`src/rtl/seq_pattern_tx.sv`:
```
// Serial pattern transmitter: loads a parallel word, shifts it out one bit per clock, then a zero guard gap.
// Define SEQ_PATTERN_TX_PARITY_EN to append an even-parity bit (PAR state) after the data bits.
module seq_pattern_tx #(
    parameter int WIDTH     = 8,
    parameter int GAP       = 2,
    parameter int MSB_FIRST = 1,
    localparam int LW       = $clog2(WIDTH + 1)
) (
    input  logic             clk,
    input  logic             reset,
    input  logic             load,
    input  logic [WIDTH-1:0] pattern,
    input  logic [LW-1:0]    len,
    output logic             ready,
    output logic             out,
    output logic             busy,
    output logic             done,
    output logic [1:0]       state
);
    // state: 00 IDLE waiting for load | 01 SEND data bits | 10 PAR parity bit | 11 GAP forced zeros
    localparam logic [1:0] ST_IDLE = 2'b00;
    localparam logic [1:0] ST_SEND = 2'b01;
    localparam logic [1:0] ST_PAR  = 2'b10;
    localparam logic [1:0] ST_GAP  = 2'b11;

    localparam int GW = (GAP > 1) ? $clog2(GAP) : 1;
    localparam logic [GW-1:0] GAP_LAST = (GAP > 0) ? GW'(GAP - 1) : '0;
    localparam logic [1:0]    ST_TAIL  = (GAP > 0) ? ST_GAP : ST_IDLE;
    localparam logic [LW-1:0] LEN_MAX  = LW'(WIDTH);

    logic [1:0]       state_q, state_d;
    logic [WIDTH-1:0] sr_q, sr_d;
    logic [LW-1:0]    cnt_q, cnt_d;
    logic [LW-1:0]    n_q, n_d;
    logic [GW-1:0]    gap_q, gap_d;
    logic             out_q, out_d;
    logic             done_q, done_d;
    logic             par_q, par_d;

    logic [LW-1:0]    len_eff;
    logic [WIDTH-1:0] pat_masked;
    logic [WIDTH-1:0] pat_aligned;

    // MSB-first frames are left-aligned so the next bit is always the register's top bit.
    always_comb begin
        len_eff     = (len == '0 || len > LEN_MAX) ? LEN_MAX : len;
        pat_masked  = pattern & ~({WIDTH{1'b1}} << len_eff);
        pat_aligned = (MSB_FIRST != 0) ? (pat_masked << (LEN_MAX - len_eff)) : pat_masked;
    end

    always_comb begin
        state_d = state_q;
        sr_d    = sr_q;
        cnt_d   = cnt_q;
        n_d     = n_q;
        gap_d   = gap_q;
        par_d   = par_q;
        out_d   = 1'b0;
        done_d  = 1'b0;
        case (state_q)
            ST_IDLE: begin
                if (load) begin
                    state_d = ST_SEND;
                    n_d     = len_eff;
                    cnt_d   = '0;
                    sr_d    = pat_aligned;
                    par_d   = ^pat_masked;
                    out_d   = (MSB_FIRST != 0) ? pat_aligned[WIDTH-1] : pat_aligned[0];
                end
            end
            ST_SEND: begin
                if (cnt_q == n_q - 1'b1) begin
`ifdef SEQ_PATTERN_TX_PARITY_EN
                    state_d = ST_PAR;
                    out_d   = par_q;
`else
                    state_d = ST_TAIL;
                    done_d  = 1'b1;
                    gap_d   = GAP_LAST;
`endif
                end else begin
                    cnt_d = cnt_q + 1'b1;
                    if (MSB_FIRST != 0) begin
                        sr_d  = sr_q << 1;
                        out_d = sr_q[WIDTH-2];
                    end else begin
                        sr_d  = sr_q >> 1;
                        out_d = sr_q[1];
                    end
                end
            end
            ST_PAR: begin
                state_d = ST_TAIL;
                done_d  = 1'b1;
                gap_d   = GAP_LAST;
            end
            ST_GAP: begin
                if (gap_q == '0) state_d = ST_IDLE;
                else             gap_d   = gap_q - 1'b1;
            end
            default: state_d = ST_IDLE;
        endcase
    end

    always_ff @(posedge clk) begin
        if (reset) begin
            state_q <= ST_IDLE;
            sr_q    <= '0;
            cnt_q   <= '0;
            n_q     <= '0;
            gap_q   <= '0;
            par_q   <= 1'b0;
            out_q   <= 1'b0;
            done_q  <= 1'b0;
        end else begin
            state_q <= state_d;
            sr_q    <= sr_d;
            cnt_q   <= cnt_d;
            n_q     <= n_d;
            gap_q   <= gap_d;
            par_q   <= par_d;
            out_q   <= out_d;
            done_q  <= done_d;
        end
    end

    assign ready = (state_q == ST_IDLE);
    assign busy  = (state_q != ST_IDLE);
    assign out   = out_q;
    assign done  = done_q;
    assign state = state_q;

endmodule

```
`config.mk`:
```
export PLATFORM = sky130hd
export DESIGN_NAME = seq_pattern_tx
export DESIGN_NICKNAME = d
export VERILOG_FILES = /design/src/rtl/seq_pattern_tx.sv
export SDC_FILE = /design/constraint.sdc
export NUM_CORES = 1
export LEC_CHECK = 0
export BUFFER_PORTS_ARGS = -buffer_cell sky130_fd_sc_hd__buf_2
export CORE_MARGIN = 2
export CORE_UTILIZATION = 40
export DETAILED_ROUTE_END_ITERATION = 10
export GPL_TIMING_DRIVEN = 1
export PLACE_DENSITY = 0.65
export SLEW_MARGIN = 20
export SYNTH_ARGS = -nofsm -noshare
export SYNTH_HDL_FRONTEND = slang
export SYNTH_SLANG_ARGS = --single-unit
```
`constraint.sdc`:
```
create_clock -name clk -period 3.6 [get_ports clk]
set_input_delay 0.72 -clock clk [delete_from_list [all_inputs] [get_ports clk]]
set_output_delay 0.72 -clock clk [all_outputs]
set_load 0.02 [all_outputs]
```
==> results.ini <==
[placed_design]
dp_slack_ns = 0.609
gp_congestion = 0.875
port_buffers = 20
hpwl_mm = 2.33

[critical_path]
cp.arrival_ns = 2.91
endpoint = sr_q[4]
critical_path_buf_inv_count = 2
crit_family = compound AO/OA/AOI/OAI gates
start_kind = primary input
r2r_slack_ns = 1.33
endpoint_kind = flop
path_common_cell = ha_1
setup.worst_path.class = primary input to flop
cp_cell_sequence = buf_2 -> nand2b_1 -> ha_1 -> ha_1 -> inv_1 -> o311ai_1 -> a221oi_1 -> a211o_1 -> a32o_1
crit_fanout = 12
cpPeakStageDelay_ns = 0.50
cp_data_required_time_ns = 3.75
slowest_stage = o311ai_1
worstReg2RegEnd = cnt_q[3]
cp.depth = 9
reg2regPathDepth = 7
cp-startpoint = len[3]
regToRegStartpoint = n_q[0]

[logic_synthesis]
syn_nets = 206
ys_ff_latch = 20
synth.avg_cell_area_sq_um = 8.28
ys_seq_area_share_pct = 26.7
synth_area_leaders = dfxtp_1 (27%), ha_1 (8.3%), nor2_1 (5.0%)
netlist.area_leader.share_pct = 26.7
yosysWarnings = 0
synth_commonest_cells = dfxtp_1 (20), nor2_1 (20), inv_1 (18)
async_reset_ff_share_pct = 0
syn_inst = 181
synth-main-ff-cell = dfxtp_1
synth_edf_count = 0
yosysTopAreaCell = dfxtp_1
netlist_area_sq_um = 1500
synth_cell_types = 52

[sta]
slew_violations = 0
setup_viol = 0
timing.final.ws_setup_ns = 0.841
relSlewSlack_pct = 60.6
final-hold-violation-count = 0
finalSetupTns_ns = 0
holdWs_ns = 0.473
max_freq_ghz = 0.362
clock_skew_ns = 0.00293
rsz0062_at_grt = no
period_minus_slack_ns = 2.76
fin_crit_sh_pct = 76.6
tightest_slew_ns = 0.591

[grt]
grt_pass1_vias = 1139
globalRouteMet1Util_pct = 23.1
global_route.usage.met3_pct = 4.11
use_met2_pct = 24.5
grt-ovfl-total = 0
grt_busiest_layer = met2
grt_max_degree = 22
grt_pass1_wl_mm = 5.37
grt.total_usage_pct = 16.0
antenna_found_initial = 0

[status]
outcome = finished, final reports clean

[clock_network]
hold_buffers = 0
post-cts-setup-buffer-count = 0
ctsResizeCount = 0
clock-sinks = 20
cts_buffers = 3
clk_latency_ns = 0.25
cts_buffer_depth = 2
clk_pin_slew_ns = 0.07
ctsRootBufferMaster = clkbuf_8
cts_tree = built
h-tree-depth = 1

[route]
drc = 0
ant_nets = 0
wl_mm = 3.13
vias = 1313
wl_per_cell_um = 12.9
viasPerCell = 5.43
drt_iter0_drc = 43
first_pass_iters = 4

[hold_path]
whs_path_depth = 1
hp-class = flop to flop

[floorplanning]
ioPinCount = 21
core_sq_um = 3630
initial_core_util_pct = 41.3
die_width_um = 65.2
die_h_um = 65.2
dieArea_sq_um = 4250
rows = 22

[layout]
area_delta_synth_final_pct = 9.77
diodes = 0
nNetsFinal = 221
fillers = 389
layout-drive-gt1-share_pct = 17.0

[pwr]
p_leak_nw = 0.691
pwr_density_cell_nw_per_um2 = 572
peakVddDrop_mv = 0.282

[job]
drv_cap = 0

[worst min-delay path by stage]
stage / to / startpoint
after floorplan: sr_q[5] / sr_q[5]
after global placement: sr_q[5] / sr_q[5]
after detailed placement: sr_q[4] / sr_q[4]
after CTS: sr_q[4] / sr_q[4]
after global routing: sr_q[4] / sr_q[4]
final: sr_q[4] / sr_q[4]
[layer usage]
layer,routed length (um),up-vias
li1,-,684
met1,1550,607
met2,1470,20
met3,94,2
met4,15,0
met5,0,-
[state kept, by name (all words and copies together) (netlist names)]
register,flops
sr_q,7
n_q,4
cnt_q,4
state,2
gap_q,1
done,1
out,1
[cell type report]
cell class / count / area [sq um] / share of cell area, %
flip-flops and latches: 20 / 400 / 24.3
well taps: 48 / 60.1 / 3.65
repair buffers: 21 / 108 / 6.54
multi-input cells: 131 / 965 / 58.6
clock buffers: 3 / 41.3 / 2.51
inverters: 19 / 71.3 / 4.33
[worst register-to-register path: stages (launching register included)]
cell and delay, ns:
dfxtp_1 0.40, inv_1 0.06, ha_1 0.30, xnor2_1 0.24, nor3_4 0.11, a32oi_4 0.56, nand4_2 0.19, mux2_4 0.32
[through the flow]
step	power, mW	area (sq um)	cells	utilization, %
floorplan	0.719	1500	181	-
global placement	0.802	1600	239	44.1
detailed placement	0.804	1600	239	44.1
CTS	0.952	1650	242	45.3
global route	1.03	1650	242	45.3
finish	0.942	1650	242	45.3
[report_power, final]
part / switching, mW / leakage [nW] / internal (mW)
Sequential: 0.0399 / 0.164 / 0.276
Clock: 0.0681 / 0.0216 / 0.0744
Combinational: 0.297 / 0.506 / 0.186
[kinds of logic (layout without fill, tap and decap cells)]
group / count (synthesis) / in the layout / share of synthesized area, %
muxes: 4 / 4 / 3.00
DFF: 20 / 20 / 26.7
buffers and inverters: 30 / 43 / 8.93
adders and majority gates: 10 / 10 / 8.35
AOI/OAI and AO/OA: 56 / 56 / 29.6
xor gates and xnor gates: 5 / 5 / 3.92
and+or+nand+nor: 56 / 56 / 19.5
[layout by cell type (no fill, tap or decap), types with 4 or more instances in the layout]
master | netlist | layout
a21oi_1 | 12 | 12
a221oi_1 | 5 | 5
buf_2 | 2 | 20
dfxtp_1 | 20 | 20
ha_1 | 10 | 10
inv_1 | 18 | 18
nand2_1 | 9 | 9
nand2b_1 | 6 | 6
nor2_1 | 20 | 20
nor2b_1 | 4 | 4
nor3_1 | 7 | 7
o21ai_0 | 5 | 5
Note: power is estimated with default switching activity, not from simulation.
